--- src/rtl/uart_pkg.sv ---
// Shared constants and FSM encoding for the UART transmit buffer.
package uart_pkg;

   localparam int unsigned BYTE_W         = 8;
   localparam int unsigned DEFAULT_DEPTH  = 16;
   localparam int unsigned DEFAULT_ADDR_W = 4;

   typedef enum logic [1:0] {
      IDLE      = 2'd0,
      ISSUE     = 2'd1,
      WAIT_DONE = 2'd2
   } tx_state_e;

   // Rising-edge detect between the current and previous sample of a level.
   function automatic logic rise(input logic cur, input logic prev);
      return cur & ~prev;
   endfunction

endpackage : uart_pkg

--- src/rtl/sync_fifo.sv ---
// Byte FIFO: storage, wrapping pointers and an occupancy counter.
// A push against a full FIFO is dropped even if a pop happens on the same edge.
module sync_fifo
   import uart_pkg::*;
#(
   parameter int unsigned DEPTH  = DEFAULT_DEPTH,
   parameter int unsigned ADDR_W = DEFAULT_ADDR_W
) (
   input  logic              clk,
   input  logic              rst,
   input  logic              push,
   input  logic              pop,
   input  logic [BYTE_W-1:0] din,
   output logic [BYTE_W-1:0] dout,
   output logic              full,
   output logic              empty,
   output logic [ADDR_W:0]   count
);

   localparam int unsigned CNT_W = ADDR_W + 1;

   logic [BYTE_W-1:0] mem [DEPTH];
   logic [ADDR_W-1:0] wr_ptr;
   logic [ADDR_W-1:0] rd_ptr;
   logic              push_ok;
   logic              pop_ok;
   logic [CNT_W-1:0]  count_next;

   assign push_ok = push & ~full;
   assign pop_ok  = pop & ~empty;

   // Head entry is always visible so the consumer can latch it on the pop edge.
   assign dout = mem[rd_ptr];

   // Occupancy after this edge; push and pop together leave it unchanged.
   always_comb begin
      count_next = count;
      unique case ({push_ok, pop_ok})
         2'b10:   count_next = count + CNT_W'(1);
         2'b01:   count_next = count - CNT_W'(1);
         default: count_next = count;
      endcase
   end

   // Storage array; deliberately not cleared by reset.
   always_ff @(posedge clk) begin
      if (!rst && push_ok) begin
         mem[wr_ptr] <= din;
      end
   end

   // Pointers, count and the derived full/empty flags.
   always_ff @(posedge clk) begin
      if (rst) begin
         wr_ptr <= '0;
         rd_ptr <= '0;
         count  <= '0;
         full   <= 1'b0;
         empty  <= 1'b1;
      end else begin
         if (push_ok) begin
            wr_ptr <= wr_ptr + ADDR_W'(1);
         end
         if (pop_ok) begin
            rd_ptr <= rd_ptr + ADDR_W'(1);
         end
         count <= count_next;
         full  <= (count_next == CNT_W'(DEPTH));
         empty <= (count_next == '0);
      end
   end

endmodule : sync_fifo

--- src/rtl/uart_tx_buffer.sv ---
// Host-side byte queue in front of a uart_tx: pops one byte at a time,
// strobes tx_dv for one cycle and waits for a fresh tx_done rising edge.
module uart_tx_buffer
   import uart_pkg::*;
#(
   parameter int unsigned DEPTH  = DEFAULT_DEPTH,
   parameter int unsigned ADDR_W = DEFAULT_ADDR_W
) (
   input  logic              clk,
   input  logic              rst,
   input  logic              wr_en,
   input  logic [BYTE_W-1:0] wr_data,
   output logic              full,
   output logic              empty,
   output logic [ADDR_W:0]   count,
   output logic              overflow,
   output logic [BYTE_W-1:0] data_byte,
   output logic              tx_dv,
   input  logic              tx_done,
   output logic              busy
);

   tx_state_e         state;
   tx_state_e         state_next;
   logic              pop_c;
   logic              tx_done_d;
   logic [BYTE_W-1:0] fifo_dout;

   sync_fifo #(
      .DEPTH  (DEPTH),
      .ADDR_W (ADDR_W)
   ) u_fifo (
      .clk   (clk),
      .rst   (rst),
      .push  (wr_en),
      .pop   (pop_c),
      .din   (wr_data),
      .dout  (fifo_dout),
      .full  (full),
      .empty (empty),
      .count (count)
   );

   // Next-state decode; the pop happens on the edge that leaves IDLE.
   always_comb begin
      state_next = state;
      pop_c      = 1'b0;
      unique case (state)
         IDLE: begin
            if (!empty) begin
               pop_c      = 1'b1;
               state_next = ISSUE;
            end
         end
         ISSUE: begin
            state_next = WAIT_DONE;
         end
         WAIT_DONE: begin
            if (rise(tx_done, tx_done_d)) begin
               state_next = IDLE;
            end
         end
         default: begin
            state_next = IDLE;
         end
      endcase
   end

   // State register.
   always_ff @(posedge clk) begin
      if (rst) begin
         state <= IDLE;
      end else begin
         state <= state_next;
      end
   end

   // Registered outputs derived from the upcoming state, plus tx_done history.
   always_ff @(posedge clk) begin
      if (rst) begin
         tx_dv     <= 1'b0;
         busy      <= 1'b0;
         data_byte <= '0;
         tx_done_d <= 1'b0;
      end else begin
         tx_dv     <= (state_next == ISSUE);
         busy      <= (state_next != IDLE);
         tx_done_d <= tx_done;
         if (pop_c) begin
            data_byte <= fifo_dout;
         end
      end
   end

   // Sticky drop indication for writes that hit a full queue.
   always_ff @(posedge clk) begin
      if (rst) begin
         overflow <= 1'b0;
      end else if (wr_en && full) begin
         overflow <= 1'b1;
      end
   end

endmodule : uart_tx_buffer

--- config.mk ---
export PLATFORM = sky130hd
export DESIGN_NAME = uart_tx_buffer
export DESIGN_NICKNAME = d
export VERILOG_FILES = /design/src/rtl/uart_pkg.sv /design/src/rtl/sync_fifo.sv /design/src/rtl/uart_tx_buffer.sv
export SDC_FILE = /design/constraint.sdc
export NUM_CORES = 1
export LEC_CHECK = 0
export BUFFER_PORTS_ARGS = -buffer_cell sky130_fd_sc_hd__buf_2
export CORE_MARGIN = 8
export CORE_UTILIZATION = 45
export DETAILED_ROUTE_END_ITERATION = 10
export PLACE_DENSITY = 0.59
export SYNTH_ARGS = -nofsm -noshare
export SYNTH_HDL_FRONTEND = slang
export SYNTH_SLANG_ARGS = --single-unit
export TNS_END_PERCENT = 10
--- constraint.sdc ---
create_clock -name clk -period 2.7 [get_ports clk]
set_input_delay 0 -clock clk [delete_from_list [all_inputs] [get_ports clk]]
set_output_delay 0 -clock clk [all_outputs]
set_load 0.01 [all_outputs]
Word level (Yosys, flattened, before mapping)

Memory sizes are Yosys's and may differ from the RTL's. A register that Yosys moved wholly into a read port is not among the register bits.
Index checks and enable logic that the tools add are counted.

Add/subtract/negate cells: 4
Equality and inequality tests: 6
Muxes and demuxes: 8
Bitwise operators: 6
Reduce and logical (&&, ||, !) cells: 6

Operator list:

| kind                                              | count |
|---|---|
| one-hot mux 5 bit (2 select lines)                | 1 |
| adder 4 x 1 -> 4 bit (second input constant)      | 2 |
| == test 2 x 1 -> 1 bit (second input constant)    | 3 |
| one-hot mux 2 bit (3 select lines)                | 1 |
| adder 5 x 1 -> 5 bit (second input constant)      | 1 |
| == test 5 bit (second input constant)             | 1 |
| logical NOT 5 bit                                 | 1 |
| subtractor 5 x 1 -> 5 bit (second input constant) | 1 |
| == test 2 bit (second input constant)             | 2 |
| 2-to-1 mux 1 bit                                  | 4 |
| 2-to-1 mux 2 bit                                  | 2 |
| AND 1 bit                                         | 3 |
| inverter 1 bit                                    | 3 |
| logical AND 1 bit                                 | 2 |
| logical NOT 2 bit                                 | 1 |
| nonzero test 2 bit                                | 1 |
| logical NOT 1 bit                                 | 1 |

Register bits after elaboration: 21
RAM bits: 128
Output and inout port bits: 18
Word-level logic and storage cells: 41
Memories kept: 1

Memory list:

| memory     | depth | width | read ports | clocked after Yosys merged registers in | write ports | line            | RTL |
|---|---|---|---|---|---|---|---|
| u_fifo.mem | 16    | 8     | 1          | 1                                       | 1           | sync_fifo.sv:22 | `logic [BYTE_W-1:0] mem [DEPTH];` |

Depth between registers and ports, before layout

Gate-level depths: netlist (run 1).

Depth after elaboration: 6
Mapped depth: 11
Mapped depth without buffers: 10

By module

Synthesis (run 1) repeated with hierarchy kept, for this count alone.

Cell total of the unflattened synthesis: 356
Area, all modules: 6351.1 µm²

By module, submodules not included:

| module         | times used | cells each | area an instance (µm²) | seq. area each (µm²) |
|---|---|---|---|---|
| sync_fifo      | 1          | 302        | 5875.6                 | 4224.1 |
| uart_tx_buffer | 1          | 54         | 475.5                  | 280.3 |

Least setup slack after synthesis (run 1)

Ideal clock, no wire load.

Path kind: register to register
Start point: reg u_fifo.full
End point: reg u_fifo.full
Setup time: 0.103 ns
Arrival: 2.356 ns
Required time: 2.597 ns
Slack: 0.241 ns
Stages on the path, launching flop included: 11
Path buffers: 2
Clock period less this slack: 2.459 ns
Cells stage by stage: dfxtp_1 -> nor2b_1 -> buf_4 -> clkinv_1 -> ha_1 -> clkbuf_1 -> nor2_1 -> and4b_1 -> a211oi_2 -> xor2_1 -> a2111oi_2

Longest elaborated chain between the ends: 5
Elaborated cells on any way between the ends: 6
Classes of those cells: eq/ne (3); mux (1); bitwise (2)

RTL lines:

| what                                                    | line            | RTL |
|---|---|---|
| from (decl)                                             | sync_fifo.sv:15 | `output logic full,` |
| from (signal assigned)                                  | sync_fifo.sv:68 | `full <= (count_next == CNT_W'(DEPTH));` |
| inverter 1 bit *                                        | sync_fifo.sv:29 | `assign push_ok = push & ~full;` |
| AND 1 bit *                                             | sync_fifo.sv:29 |  |
| == test 2 x 1 -> 1 bit or == test 2 bit (tied branches) | sync_fifo.sv:38 | `unique case ({push_ok, pop_ok})` |
| one-hot mux 5 bit (2 select lines) *                    | sync_fifo.sv:38 |  |
| == test 5 bit *                                         | sync_fifo.sv:68 |  |

Mark *: on every way between the ends. The rest lies on a longest branch, timed or not.
A chain may end at the register's enable or synchronous reset.

Worst setup path in the final report (run 1)

Start point: reg state[1]
End point: reg u_fifo.empty

Longest elaborated chain between the ends: 6
Elaborated cells on any way between the ends: 7
Classes of those cells: eq/ne (2); mux (2); bitwise (1); reduce/logical (2)

RTL lines:

| what                                                    | line                 | RTL |
|---|---|---|
| from (decl)                                             | uart_tx_buffer.sv:23 | `tx_state_e state;` |
| from (signal assigned)                                  | uart_tx_buffer.sv:74 | `state <= state_next;` |
| logical NOT 2 bit *                                     | uart_tx_buffer.sv:48 | `unique case (state)` |
| 2-to-1 mux 1 bit *                                      | uart_tx_buffer.sv:48 |  |
| AND 1 bit *                                             | sync_fifo.sv:30      | `assign pop_ok = pop & ~empty;` |
| == test 2 x 1 -> 1 bit or == test 2 bit (tied branches) | sync_fifo.sv:38      |  |
| one-hot mux 5 bit (2 select lines) *                    | sync_fifo.sv:38      |  |
| logical NOT 5 bit *                                     | sync_fifo.sv:69      | `empty <= (count_next == '0);` |
| to (signal assigned)                                    | sync_fifo.sv:69      |  |
| to (decl)                                               | sync_fifo.sv:16      | `output logic empty,` |

Marked as above.

==> run metrics, run 1 <==
syn nets=393; min Tclk post-route=2.457 ns; Worst-Skew Late Latency=0.42 ns; busiest grt layer=met2; total power=6.734 mW; Root Buffer=clkbuf_16; post-synth top area cell=edfxtp_1; CP Data Arrival Time=2.77 ns; number of max-cap violations=0; r2r setup slk=0.24 ns; outcome=finished, final reports clean; RSZ-0062 raised after global routing=no; Hold Crit Endpoint=u_fifo.mem[10][2]$_DFFE_PP_; final wirelength=12,880 µm; vias=3,411; Yosys Warn Count=0; Synth Register Bits=157; GP Congestion=0.8400; multi-input logic area=1680 µm²; mean post-synth cell area=16.70 µm²; Post-DRT Antenna Nets=0; Initial DRT Pass Iterations=4; Post-CTS Setup Bufs=0; number of fillers in the final layout=1,142; Port-buffer cells=29; most area-consuming cells after synthesis=edfxtp_1, mux4_2, dfxtp_1; Core Rows=43; PD cells=917.2 nW/µm²; Top FF cell, synth=edfxtp_1; final setup vio count=0; Yosys cell types=42; clock slew at reported path FFs=0.06 ns; I/O pin count=30; met3 GRT Util=4.001%; critical path's slowest cell=or3_1; Tcrit/Tclk final=91.01%; nets@finish=448; Pleak=2.489 nW; Critical Path Most Common Cell=xnor2_1; Synth Instances=374; critical path cell sequence=or3_1 -> clkinv_8 -> nand2_4 -> xnor2_1 -> ha_1 -> nand4b_1 -> a221oi_1 -> a211oi_2 -> xnor2_1 -> o41ai_1; vias in the first global route=3,463; Initial Utilization=45.53%; largest net degree at the start of global routing=36; Crit. End Element=flop; max incr delay on CP=0.48 ns; sequential area share after synthesis=70.83%; antenna violations before repair=0; Design Area, Final=7342 µm²; final cell count without fillers=622; FF+latch area=4425 µm²; Crit Reg-Reg Startpoint=state[1]$_SDFF_PP0_; final max-slew violation count=0; CTS Hold Bufs=9; WS Path Type=reg -> reg; grt ovf=0; maximum root-to-sink buffer count=2; hold path depth=1; Max IR drop VDD=0.4158 mV; DRC viols=0; Req. time, crit path=3.02 ns; CTS Buf Count=17; Min-Delay Path Class=in -> reg; slew margin rel.=49.32%; clk sinks=157; Setup Skew=0.008411 ns; # diodes=0; Vias/cell=5.484; CTS tree=built; most frequent cells in the layout=edfxtp_1, nor2_1, mux4_2; nature of the critical path startpoint=flop; depth of the worst register-to-register path=10; EDFF count, synth=128; detailed-route wire length per cell=20.71 µm; Setup WS pre-CTS=0.2573 ns; area of the mapped netlist=6246 µm²; first-pass GRT wire length=19,890 µm; Async SR Flop Fraction=0%; die span in x=133.8 µm; GRT Overall Usage=15.01%; minimum hold slack=0.009441 ns; final hold vios=0; Area Overhead vs Synth=17.55%; drt initial violations=298; dpl cell area=6698 µm²; measured slew at the worst slew-check pin=0.7586 ns; Cells after DPL=581; fmax=407.0 MHz; setup TNS=0 ns; CTS resizes=0; die area=17,910 µm²; H-tree Lvls=4; top-area cell type share of the netlist area=61.54%; final core utilization=53.52%; core area=13,720 µm²; hold wc startpoint=wr_data[2]; dpl hpwl=8114 µm; layout cells sized above 1=25.34%; Die Y=133.8 µm; met1 global-route usage=19.03%; slack of the critical path=0.2428 ns; commonest non-fill, non-tap cell in the layout=edfxtp_1; CP Max Fanout=10; M2 GR Usage=24.43%; worst r2r dst=u_fifo.empty$_SDFF_PP1_
[final cells by class]
type	count	share of cell area, %
flip-flops and latches	157	60.28
well taps	180	3.067
clock buffers	18	5.845
clock inverters	14	1.704
inverters	7	0.5283
repair buffers	59	5.692
multi-input cells	187	22.89
[worst max path at each step]
stage / slack (ns) / depth (start not counted) / end / start
3_5_place_dp: 0.26 / 10 / u_fifo.empty$_SDFF_PP1_ / state[1]$_SDFF_PP0_
5_1_grt: 0.03 / 10 / u_fifo.full$_SDFF_PP0_ / u_fifo.full$_SDFF_PP0_
4_1_cts: 0.23 / 10 / u_fifo.empty$_SDFF_PP1_ / state[1]$_SDFF_PP0_
6_report: 0.24 / 10 / u_fifo.empty$_SDFF_PP1_ / state[1]$_SDFF_PP0_
2_1_floorplan: 0.24 / 10 / u_fifo.full$_SDFF_PP0_ / u_fifo.full$_SDFF_PP0_
3_3_place_gp: 0.31 / 10 / u_fifo.full$_SDFF_PP0_ / state[1]$_SDFF_PP0_
[cell usage after synthesis, types with 2 or more instances]
cell type	n
a21oi_1	24
a22oi_1	16
and4b_1	2
buf_1	5
buf_2	4
clkbuf_1	12
dfxtp_1	29
edfxtp_1	128
ha_1	7
inv_1	5
mux2i_1	2
mux4_2	32
nand2_1	12
nand2b_1	3
nand4_1	4
nor2_1	40
nor2b_1	4
nor3_1	6
nor3b_1	2
o21ai_0	3
or3_1	4
xnor2_1	5
xor2_1	6
[registers in the layout (all words and copies together) (netlist names), 2 cells and up]
register,count
u_fifo.count,5
u_fifo.mem,128
u_fifo.wr_ptr,4
state,2
data_byte,8
u_fifo.rd_ptr,4
[kinds of logic (layout without fill, tap and decap cells)]
logic type,Yosys count,after routing,share of synthesized area (%)
and+or+nand+nor,81,81,6.190
buffers and inverters,30,98,2.264
xor gates and xnor gates,12,12,1.903
DFF,157,157,70.83
AOI/OAI and AO/OA,53,53,5.549
adders and majority gates,7,7,1.402
muxes,34,34,11.86
[where the power goes]
group	leakage [nW]	switching [mW]	total, mW	internal, mW
clock	0.265	0.888	2.23	1.34
sequential	1.39	0.130	2.90	2.76
combinational	0.833	0.878	1.61	0.733
[critical path, delay by kind of cell (launching register included)]
family                     cells  cell delay [ns]
AOI/OAI and AO/OA              3             0.75
xor gates and xnor gates       2             0.28
adders and majority gates      1             0.23
buffers and inverters          1             0.11
DFF                            1             0.32
and+or+nand+nor                3             0.65
[metal layers]
layer,share of wire [%],vias to the layer above
met5,0,-
met2,50,82
met4,1.3,0
li1,-,1572
met3,6.0,14
met1,43,1743
(Power assumes the default switching activity.)
==> run 2, diff against run 1 <==
SETUP_SLACK_MARGIN = 0.3   (was not set)
==> run 2 against run 1 <==
Against the previous run: core utilization up 0.65 points; non-clock buffer count up 4; global-route usage grew 0.12 points; first-iteration DRC count shrank 13%; largest power group unchanged.
==> run metrics, run 2 (synthesis gave the netlist of run 1 again) <==
most frequent cells in the layout=edfxtp_1, nor2_1, mux4_2; Min-Delay Path Class=in -> reg; hold path depth=3 (+2); Port-buffer cells=29 (unchanged); most flop-heavy register=u_fifo.mem; WS Path Type=reg -> reg; final cell count without fillers=626 (+0.64%); vias in the first global route=3,484 (+0.61%); final max-slew violation count=0 (unchanged); DRC viols=0 (unchanged); drt initial violations=260 (-13%); nets@finish=452 (+0.89%); minimum hold slack=0.1109 ns (+0.1014 ns); setup TNS=0 ns (unchanged); layout cells sized above 1=27.58% (+2.2 points); Post-DRT Antenna Nets=0 (unchanged); Setup WS pre-CTS=0.2025 ns (-0.05481 ns); maximum root-to-sink buffer count=2 (unchanged); number of fillers in the final layout=1,110 (-2.8%); Vias/cell=5.540 (+1.0%); fmax=433.7 MHz (+6.6%); final setup vio count=0 (unchanged); Initial DRT Pass Iterations=4 (unchanged); Cells after DPL=584 (+0.52%); clk sinks=157 (unchanged); core area=13,720 µm² (unchanged); commonest non-fill, non-tap cell in the layout=edfxtp_1; I/O pin count=30 (unchanged); Design Area, Final=7431 µm² (+1.2%); measured slew at the worst slew-check pin=0.7676 ns (+0.008993 ns); final hold vios=0 (unchanged); dpl cell area=6708 µm² (+0.15%); Post-CTS Setup Bufs=0 (unchanged); CP Data Arrival Time=2.59 ns (-0.18 ns); flip-flop count of the largest register after layout=128 (unchanged); outcome=finished, final reports clean; dpl hpwl=8465 µm (+4.3%); final wirelength=13,030 µm (+1.2%); slack of the critical path=0.3943 ns (+0.1515 ns); RSZ-0062 raised after global routing=yes; largest net degree at the start of global routing=36 (unchanged); Worst-Skew Late Latency=0.42 ns (about the same); GRT Overall Usage=15.13% (+0.12 points); Max IR drop VDD=0.5255 mV (+26%); slew margin rel.=48.72% (-0.60 points); H-tree Lvls=4 (unchanged); Core Rows=43 (unchanged); number of max-cap violations=0 (unchanged); Initial Utilization=45.53% (unchanged); Req. time, crit path=2.98 ns (-0.04 ns); clock slew at reported path FFs=0.06 ns (about the same); nature of the critical path startpoint=flop; die span in x=133.8 µm (unchanged); Root Buffer=clkbuf_16; depth of the worst register-to-register path=9 (-1); CP Max Fanout=10 (unchanged); CTS Buf Count=17 (unchanged); Crit. End Element=flop; antenna violations before repair=0 (unchanged); top flop regs=u_fifo.mem x128, data_byte x8, u_fifo.count x5; # diodes=0 (unchanged); Setup Skew=0.006912 ns (-0.001499 ns); first-pass GRT wire length=20,090 µm (+1.0%); min Tclk post-route=2.306 ns (-0.1515 ns); CTS tree=built; grt ovf=0 (unchanged); detailed-route wire length per cell=20.82 µm (+0.52%); Die Y=133.8 µm (unchanged); Area Overhead vs Synth=18.97%; die area=17,910 µm² (unchanged); Pleak=2.530 nW (+1.6%); vias=3,468 (+1.7%); GP Congestion=0.8354 (-0.55%); Tcrit/Tclk final=85.39% (-5.6 points); PD cells=925.4 nW/µm² (+0.90%)
[run 2: power breakdown]
| part | switching (mW) | internal (mW) | leakage [nW] |
|---|---|---|---|
| Sequential | 0.175 | 2.76 | 1.39 |
| Combinational | 0.814 | 0.769 | 0.860 |
| Clock | 0.909 | 1.45 | 0.279 |
| Total | 1.90 | 4.98 | 2.53 |
[run 2: repair_timing]
| action | CTS | global route |
|---|---|---|
| resized for setup | 2 | 5 |
| hold endpoints to repair | 130 | 0 |
| endpoints found under the setup margin | 2 | 3 |
| hold buffers | 10 | 0 |
| gates cloned | 0 | 0 |
| pin swaps | 0 | 2 |
[run 2: final cells by class]
| type | instances | area (µm²) | area share (%) |
|---|---|---|---|
| Clock buffer | 20 | 436.7 | 5.876 |
| Clock inverter | 12 | 145.1 | 1.953 |
| Inverter | 7 | 38.79 | 0.5220 |
| Multi-Input combinational cell | 187 | 1722 | 23.17 |
| Sequential cell | 157 | 4425 | 59.56 |
| Tap cell | 180 | 225.2 | 3.031 |
| Timing Repair Buffer | 63 | 437.9 | 5.893 |
[run 2: stage by stage]
step           util [%]  total power, mW
6_report          54.16            6.877
4_1_cts           53.94            6.889
3_3_place_gp      48.89            4.485
3_5_place_dp      48.89            4.506
5_1_grt           54.16            7.188
2_1_floorplan         -            4.083
[run 2: path summary, 6_finish.rpt]
path	from	slack, ns	endpoint
setup reg to reg	state[1]$_SDFF_PP0_	0.39	u_fifo.full$_SDFF_PP0_
hold reg to reg	data_byte[7]$_SDFFE_PP0P_	0.49	data_byte[7]$_SDFFE_PP0P_
hold / removal	rst	0.11	data_byte[5]$_SDFFE_PP0P_
setup / recovery	state[1]$_SDFF_PP0_	0.39	u_fifo.full$_SDFF_PP0_
[run 2: critical path: stages (launching register included)]
cell and delay [ns]:
dfxtp_1 0.32, or3_4 0.43, clkinv_8 0.09, nand2_4 0.07, xnor2_2 0.13, ha_2 0.21, a21oi_1 0.21, xnor3_1 0.25
a31oi_1 0.36, a2111oi_2 0.10
[run 2: metal layers]
layer / GRT usage (%) / share of wire, % / vias to the layer above
li1: - / - / 1579
met1: 19.45 / 43 / 1766
met2: 23.88 / 49 / 101
met3: 4.114 / 6.4 / 22
met4: 6.176 / 1.8 / 0
met5: 0 / 0 / -
